[src/rtl/cpu_irq_arbiter.sv]
// External interrupt arbiter: per-source level/edge gateways, priority/threshold
// selection, claim/complete handshake and a small config register file.
module cpu_irq_arbiter #(
  parameter int                     NUM_SOURCES = 8,
  parameter logic [NUM_SOURCES-1:0] EDGE_MASK   = '0
) (
  input  logic                   clk_i,
  input  logic                   reset_ni,
  input  logic [NUM_SOURCES-1:0] irq_i,
  input  logic                   claim_i,
  output logic [3:0]             claim_id_o,
  input  logic                   complete_i,
  input  logic [3:0]             complete_id_i,
  input  logic                   cfg_write_enable_i,
  input  logic [1:0]             cfg_addr_i,
  input  logic [31:0]            cfg_data_i,
  input  logic                   cfg_read_enable_i,
  output logic [31:0]            cfg_read_data_o,
  output logic                   interrupt_o
);

  localparam int PW = 3 * NUM_SOURCES;

  logic [NUM_SOURCES-1:0] pending_q, pending_d;
  logic [NUM_SOURCES-1:0] in_service_q, in_service_d;
  logic [NUM_SOURCES-1:0] deferred_q, deferred_d;
  logic [NUM_SOURCES-1:0] enable_q, enable_d;
  logic [NUM_SOURCES-1:0] prev_q, prev_d;
  logic [PW-1:0]          prio_q, prio_d;
  logic [2:0]             threshold_q, threshold_d;
  logic [3:0]             claim_id_q, claim_id_d;
  logic [31:0]            rdata_q, rdata_d;

  logic [NUM_SOURCES-1:0] eligible;
  logic [NUM_SOURCES-1:0] rise;
  logic [3:0]             best_id;
  logic [2:0]             best_prio;
  logic                   cfg_data_unused;

  assign cfg_data_unused = ^cfg_data_i;

  // Strict '>' while scanning upward keeps the lowest id on priority ties.
  always_comb begin
    eligible  = '0;
    best_id   = '0;
    best_prio = '0;
    for (int i = 0; i < NUM_SOURCES; i++) begin
      eligible[i] = pending_q[i] & enable_q[i] & (prio_q[3*i +: 3] > threshold_q);
      if (eligible[i] && (prio_q[3*i +: 3] > best_prio)) begin
        best_prio = prio_q[3*i +: 3];
        best_id   = 4'(i + 1);
      end
    end
  end

  assign interrupt_o     = |eligible;
  assign rise            = irq_i & ~prev_q;
  assign claim_id_o      = claim_id_q;
  assign cfg_read_data_o = rdata_q;

  always_comb begin
    pending_d    = pending_q;
    in_service_d = in_service_q;
    deferred_d   = deferred_q;
    enable_d     = enable_q;
    prio_d       = prio_q;
    threshold_d  = threshold_q;
    prev_d       = irq_i;
    claim_id_d   = claim_id_q;
    rdata_d      = '0;

    for (int i = 0; i < NUM_SOURCES; i++) begin
      // Gateway decisions use pre-edge pending/in_service, so a completing
      // source can only re-forward on the following cycle.
      if (!pending_q[i] && !in_service_q[i]) begin
        if (EDGE_MASK[i]) begin
          if (rise[i] || deferred_q[i]) begin
            pending_d[i]  = 1'b1;
            deferred_d[i] = 1'b0;
          end
        end else if (irq_i[i]) begin
          pending_d[i] = 1'b1;
        end
      end else if (EDGE_MASK[i] && rise[i]) begin
        deferred_d[i] = 1'b1;
      end

      if (complete_i && in_service_q[i] && (complete_id_i == 4'(i + 1))) begin
        in_service_d[i] = 1'b0;
      end
      if (claim_i && (best_id == 4'(i + 1))) begin
        pending_d[i]    = 1'b0;
        in_service_d[i] = 1'b1;
      end
    end

    if (claim_i) begin
      claim_id_d = best_id;
    end

    if (cfg_write_enable_i) begin
      case (cfg_addr_i)
        2'd0:    enable_d    = cfg_data_i[NUM_SOURCES-1:0];
        2'd1:    threshold_d = cfg_data_i[2:0];
        2'd2:    prio_d      = cfg_data_i[PW-1:0];
        default: ;
      endcase
    end

    if (cfg_read_enable_i) begin
      case (cfg_addr_i)
        2'd0:    rdata_d = 32'(enable_q);
        2'd1:    rdata_d = 32'(threshold_q);
        2'd2:    rdata_d = 32'(prio_q);
        default: rdata_d = 32'(pending_q);
      endcase
    end
  end

  always_ff @(posedge clk_i or negedge reset_ni) begin
    if (!reset_ni) begin
      pending_q    <= '0;
      in_service_q <= '0;
      deferred_q   <= '0;
      enable_q     <= '0;
      prev_q       <= '0;
      prio_q       <= '0;
      threshold_q  <= '0;
      claim_id_q   <= '0;
      rdata_q      <= '0;
    end else begin
      pending_q    <= pending_d;
      in_service_q <= in_service_d;
      deferred_q   <= deferred_d;
      enable_q     <= enable_d;
      prev_q       <= prev_d;
      prio_q       <= prio_d;
      threshold_q  <= threshold_d;
      claim_id_q   <= claim_id_d;
      rdata_q      <= rdata_d;
    end
  end

endmodule

[config.mk]
export PLATFORM = sky130hd
export DESIGN_NAME = cpu_irq_arbiter
export DESIGN_NICKNAME = d
export VERILOG_FILES = /design/src/rtl/cpu_irq_arbiter.sv
export SDC_FILE = /design/constraint.sdc
export NUM_CORES = 1
export LEC_CHECK = 0
export ABC_AREA = 1
export BUFFER_PORTS_ARGS = -buffer_cell sky130_fd_sc_hd__buf_2
export CORE_ASPECT_RATIO = 0.9
export CORE_MARGIN = 3
export CORE_UTILIZATION = 40
export CTS_BUF_LIST = sky130_fd_sc_hd__clkbuf_16
export DETAILED_ROUTE_END_ITERATION = 10
export GPL_TIMING_DRIVEN = 0
export PLACE_DENSITY = 0.64
export SYNTH_ARGS = -nofsm -noshare
export SYNTH_HDL_FRONTEND = slang
export SYNTH_SLANG_ARGS = --single-unit
[constraint.sdc]
create_clock -name clk_i -period 8.4 [get_ports clk_i]
set_input_delay 0.84 -clock clk_i [delete_from_list [all_inputs] [get_ports clk_i]]
set_output_delay 0.84 -clock clk_i [all_outputs]
set_load 0.01 [all_outputs]
Word-level counts from Yosys, hierarchy flattened

Cells that the tools add are included.

Bits in registers: 87

Magnitude comparators: 16
Eq/ne operators: 18
Mux-type cells: 57
Bitwise operators: 16
Reductions and logical operators: 93

Operator list:

| operator                                                      | number |
|---|---|
| case mux 24 bit (3 select lines)                              | 1 |
| nonzero test 2 bit                                            | 24 |
| greater-than comparator 3 bit                                 | 15 |
| two-way mux 1 bit                                             | 41 |
| logical AND 1 bit                                             | 40 |
| == test 4 x 3 -> 1 bit, second input constant                 | 8 |
| two-way mux 24 bit                                            | 1 |
| two-way mux 4 bit                                             | 6 |
| AND reduction 2 bit                                           | 11 |
| two-way mux 3 bit                                             | 7 |
| bitwise AND 1 bit                                             | 16 |
| == test 4 x 2 -> 1 bit, second input constant                 | 4 |
| zero test 1 bit                                               | 16 |
| == test 4 x 1 -> 1 bit, second input constant                 | 2 |
| == test 4 bit, second input constant                          | 2 |
| OR reduction 8 bit                                            | 1 |
| greater-than comparator 3 x 1 -> 1 bit, second input constant | 1 |
| == test 2 x 1 -> 1 bit, second input constant                 | 1 |
| == test 2 bit, second input constant                          | 1 |
| zero test 2 bit                                               | 1 |
| two-way mux 2 bit                                             | 1 |

Logic depth before layout (Yosys ltp)

Word-level depth: 29
Gate-level depth with buffers: 62
Gate-level depth less buffers: 61

Worst setup path before layout

No wires, ideal clock.

Path type: reg2reg
From: register threshold_q[2]
To: register in_service_q[5]
Setup time: 0.120 ns
Arrival: 8.545 ns
Path slack: -0.265 ns
Cell stages (with the launch flop): 60
Clock period less this slack: 8.665 ns
Cells stage by stage: dfrtp_1 > inv_1 > ha_1 > nand3_1 > nand2_1 > inv_1 > nand2_1 > inv_1 > nand2_1 > ha_1 > nand3_1 > a21boi_2 > nand2_4 > o21ai_0 > ha_1 > and3_1 > a21oi_1 > nand2_2 > [... 24 more ...] > ha_1 > nand2_1 > nor2_1 > a211oi_1 > nor3_1 > clkinv_1 > nand2_1 > o21ai_0 > ha_1 > nand2_1 > nor2_1 > a211oi_1 > nor3_1 > nor2_1 > nand2_1 > inv_1 > nand2_1 > nand2_1

Word-level cells in the longest chain between the ends: 28
Elaborated cells between the ends (all ways): 50

Ends and longest elaborated chain:

| element                                                 | RTL line | RTL |
|---|---|---|
| start, declared                                         | 30       | `logic [2:0] threshold_q, threshold_d;` |
| start signal, assigned                                  | 138      | `threshold_q <= threshold_d;` |
| greater-than comparator 3 bit                           | 48       | `eligible[i] = pending_q[i] & enable_q[i] & (prio_q[3*i +: 3] > threshold_q);` |
| bitwise AND 1 bit                                       | 48       |  |
| logical AND 1 bit                                       | 49       | `if (eligible[i] && (prio_q[3*i +: 3] > best_prio)) begin` |
| two-way mux 3 bit                                       | 49       |  |
| greater-than comparator 3 bit                           | 49       |  |
| logical AND 1 bit                                       | 49       |  |
| two-way mux 3 bit                                       | 49       |  |
| greater-than comparator 3 bit                           | 49       |  |
| [... 12 more ...]                                       | --       |  |
| logical AND 1 bit                                       | 49       |  |
| two-way mux 3 bit                                       | 49       |  |
| greater-than comparator 3 bit                           | 49       |  |
| logical AND 1 bit                                       | 49       |  |
| two-way mux 4 bit (*)                                   | 49       |  |
| == test 4 x 3 -> 1 bit (*)                              | 91       | `if (claim_i && (best_id == 4'(i + 1))) begin` |
| logical AND 1 bit (*)                                   | 91       |  |
| two-way mux 1 bit or nonzero test 2 bit (tied branches) | --       |  |
| end signal, assigned                                    | 133      | `in_service_q <= in_service_d;` |
| end, declared                                           | 25       | `logic [NUM_SOURCES-1:0] in_service_q, in_service_d;` |

Mark *: on every way between the ends. The rest lies on a longest branch, timed or not.
A chain may end at the register's enable or synchronous reset.

Final worst setup path

From: register threshold_q[2]
To: register pending_q[6]

Word-level cells in the longest chain between the ends: 29
Elaborated cells between the ends (all ways): 52

Ends and longest elaborated chain:

| element                       | RTL line | RTL |
|---|---|---|
| greater-than comparator 3 bit | 48       |  |
| bitwise AND 1 bit             | 48       |  |
| logical AND 1 bit             | 49       |  |
| two-way mux 3 bit             | 49       |  |
| greater-than comparator 3 bit | 49       |  |
| logical AND 1 bit             | 49       |  |
| two-way mux 3 bit             | 49       |  |
| greater-than comparator 3 bit | 49       |  |
| [... 13 more ...]             | --       |  |
| two-way mux 3 bit             | 49       |  |
| greater-than comparator 3 bit | 49       |  |
| logical AND 1 bit             | 49       |  |
| two-way mux 4 bit (*)         | 49       |  |
| == test 4 x 3 -> 1 bit (*)    | 91       |  |
| logical AND 1 bit (*)         | 91       |  |
| nonzero test 2 bit (no line)  | --       |  |
| AND reduction 2 bit (no line) | --       |  |
| end signal, assigned          | 132      | `pending_q <= pending_d;` |
| end, declared                 | 24       | `logic [NUM_SOURCES-1:0] pending_q, pending_d;` |

Marked as above.

==> results.md <==
- Run status: finished with violations
- Failing checks: negative setup slack
- Core Box Area: around 11000 sq um
- Vias: roughly 4.3k
- Dpl cell area: 5220 sq um
- Lkg Pwr: 0.00326 uW
- Critical Path Fanout Max: 7
- Highest-delay cell along the critical path: dfrtp_1
- Skew final: ~0.011 ns
- Number of antenna violations at the first check in global routing: 0
- Critical path arrival: between 8 and 9 ns
- CP Capture Type: register
- Final Instance Area: 6220 sq um
- Synth Warn #: 0
- Die width: 119 um
- CTS max path bufs: 2
- Die area: 12900 sq um
- # hold bufs at CTS: 0
- CP startpoint kind: register
- Insertion delay to the later sink of the worst-skew pair: 0.35 ns
- Rel. slew slack: between 40 and 50%
- Largest net degree at the start of global routing: 43
- Die Y: 108 um
- Clock Tree Root: clkbuf_16
- Final cell count without fillers: 843
- Hold Crit Class: primary input to asynchronous set/reset pin
- Synth area leader: dfrtp_1
- Total CTS buffers: 9
- Met2 WL post-DR: 6.32 mm
- WL met3: ~750 um
- Crit path time final: roughly 8.5 ns
- P&R area growth vs syn: 34.9%
- Slew Viols, Final: 0
- Initial Utilization: 41.8%
- Final setup violation count: 17
- Via/cell ratio: 5.13
- Max-Cap Viols: 0
- Clk pin slew, worst setup/hold paths: 0.06 ns
- Sequential share of the synthesized area: a little over two fifths
- Post-Syn Area per Cell: 8.14 sq um
- Register bit total from synthesis: 79
- RSZ-0062 raised after global routing: yes
- PwrDens: slightly above 300 nW/um^2
- TritonCTS clock tree: built
- Fin worst setup slack: -0.136 ns
- Ranking of synthesized cells by area: dfrtp_1 (43%), ha_1 (11%), nand2_1 (8.4%), inv_1 (6.5%), o21ai_0 (5.2%)
- Post-DRT Antenna Nets: 0
- First-pass GRT wire length: 20.2 mm
- GPL Wtd Cong: 0.922
- Max VDD drop: 222 uV
- TritonRoute pass-1 iters: 5
- Starting DRT DRC Count: 309
- Largest stage delay on the critical path: slightly below 0.4 ns
- Total grt overflow: 0
- Hold Vio Cnt, Final: 0
- Vias in the first global route: 4212
- Ratio of cells with drive above 1 in the final layout: 32.9%
- Wire per inst: 15.7 um
- H-tree depth: 3
- CP required: 8.64 ns
- Ports: 89
- Post-route DRC: 0
- Slew of the pin with the lowest slew margin: 0.786 ns
- Placed Instances: around 800
- Final wirelength: 13.3 mm
- N_diodes: 0
- Final period util: 102%
- Critical path class: register to register
- Rows: 36
- Post-synthesis instance total: 567
- Synth unique cells: 40
- M1 WL: 5.86 mm
- DP HPWL: 9.27 mm
- Nets: 780
- Top routing layer used: met4
- Clock Sinks: 79
- Post-Syn Area: 4610 sq um
- GRT Overall Usage: 20.0%
- Yosys top cell area share: 42.8%
- Peak Freq: 117 MHz
- IO buf count: 70
-- metal layers --
metal | up-vias | global-route usage [%]
met5 | - | 0
met3 | 24 | 5.57
met4 | 0 | 7.94
met1 | 2076 | 25.2
li1 | 2095 | -
met2 | 132 | 32.6
-- timing repair --
action / 4_1_cts / 5_1_grt
setup buffers: 18 / 14
hold endpoints to repair: 0 / 0
pin swaps: 21 / 52
endpoints found under the setup margin: 20 / 20
resized for setup: 25 / 74
-- critical path, delay by kind of cell (launching register included) --
kind | cells | cell delay (ns)
simple gates | 27 | 2.83
fa+ha+maj | 8 | 2.20
compound gates | 12 | 1.68
buf+inv | 11 | 1.31
flops | 1 | 0.39
-- where the power goes --
part | switching [uW] | internal, uW
Sequential | 66.6 | 457
Combinational | 547 | 413
Clock | 161 | 289
Total | 775 | 1160
-- registers in the layout (all words and copies together) (netlist names) --
name	flops
cfg_read_data_o	24
claim_id_o	4
enable_q	8
in_service_q	8
pending_q	8
prio_q	24
threshold_q	3
-- per-stage QoR --
step	setup slack (ns)	utilization, %	total power [uW]	hold slack [ns]	setup TNS, ns
after floorplan	0.122	-	989	0.453	0
after global placement	-0.914	47.1	1130	0.463	-15.08
after detailed placement	-1.28	47.3	1180	0.462	-22.27
after CTS	0.00225	52.4	1720	0.480	0
after global routing	-0.611	56.4	2060	0.502	-10.11
final	-0.136	56.4	1930	0.470	-1.02
-- worst paths after layout --
| path | to | cells after the start | slack (ns) | start |
|---|---|---|---|---|
| worst max-delay path | pending_q[6]$_DFFE_PN0P_ | 58 | -0.14 | threshold_q[2]$_DFFE_PN0P_ |
| worst max register to register | pending_q[6]$_DFFE_PN0P_ | 58 | -0.14 | threshold_q[2]$_DFFE_PN0P_ |
| min in group clk_i | claim_id_o[3]$_DFFE_PN0P_ | 2 | 0.49 | claim_id_o[3]$_DFFE_PN0P_ |
| max in group asynchronous | threshold_q[0]$_DFFE_PN0P_ | 2 | 7.34 | reset_ni |
| worst min-delay path | prio_q[4]$_DFFE_PN0P_ | 1 | 0.47 | reset_ni |
| worst min register to register | claim_id_o[3]$_DFFE_PN0P_ | 2 | 0.49 | claim_id_o[3]$_DFFE_PN0P_ |
-- placed cells by master, fill, tap and decap left out, types with 3 or more instances in the layout --
cell,n
o21ai_0,41
ha_1,30
nand2_4,13
dfrtp_1,78
nand3_1,34
nand3_2,9
clkbuf_1,9
nand2_1,82
nor2_1,48
o21ai_2,8
o211ai_1,3
nor2_2,8
buf_6,3
buf_4,37
o21ai_4,4
o21ai_1,7
buf_2,69
bufinv_16,3
clkbuf_16,9
nand4_1,7
nor2_4,5
ha_4,9
conb_1,8
inv_1,73
a21oi_2,5
inv_2,6
a21oi_1,31
nand2_2,16
-- cell usage after synthesis, drive strengths merged --
library cell	instances
a31oi	1
nand3	44
inv	82
a311oi	1
conb	1
o21bai	1
nor2	61
nand3b	2
a211oi	3
dfrtp	79
o211ai	3
o21ai	60
o2111ai	2
nand2	111
and3	1
buf	9
a21boi	1
a22oi	1
ha	40
clkinv	1
o21a	1
o221ai	2
clkbuf	9
a21oi	37
nand4	8
or2	2
nor3	4
-- cell type report --
cell class	instances	area, sq um
multi-input cells	394	2660
plain buffers	18	109
inverters	83	323
flip-flops and latches	79	1980
well taps	152	190
repair buffers	103	637
clock inverters	5	108
fillers	1005	4810
clock buffers	9	225
-- cell families after synthesis --
group | count (synthesis) | synth area share [%]
buffers and inverters | 101 | 9.03
flip-flops | 79 | 42.8
AND/OR/NAND/NOR | 233 | 23.1
AO/OA/AOI/OAI | 113 | 14.1
adder cells (fa/ha/maj) | 40 | 10.8
other | 1 | 0.0813
No activity file was read; power rests on OpenSTA's default activity.
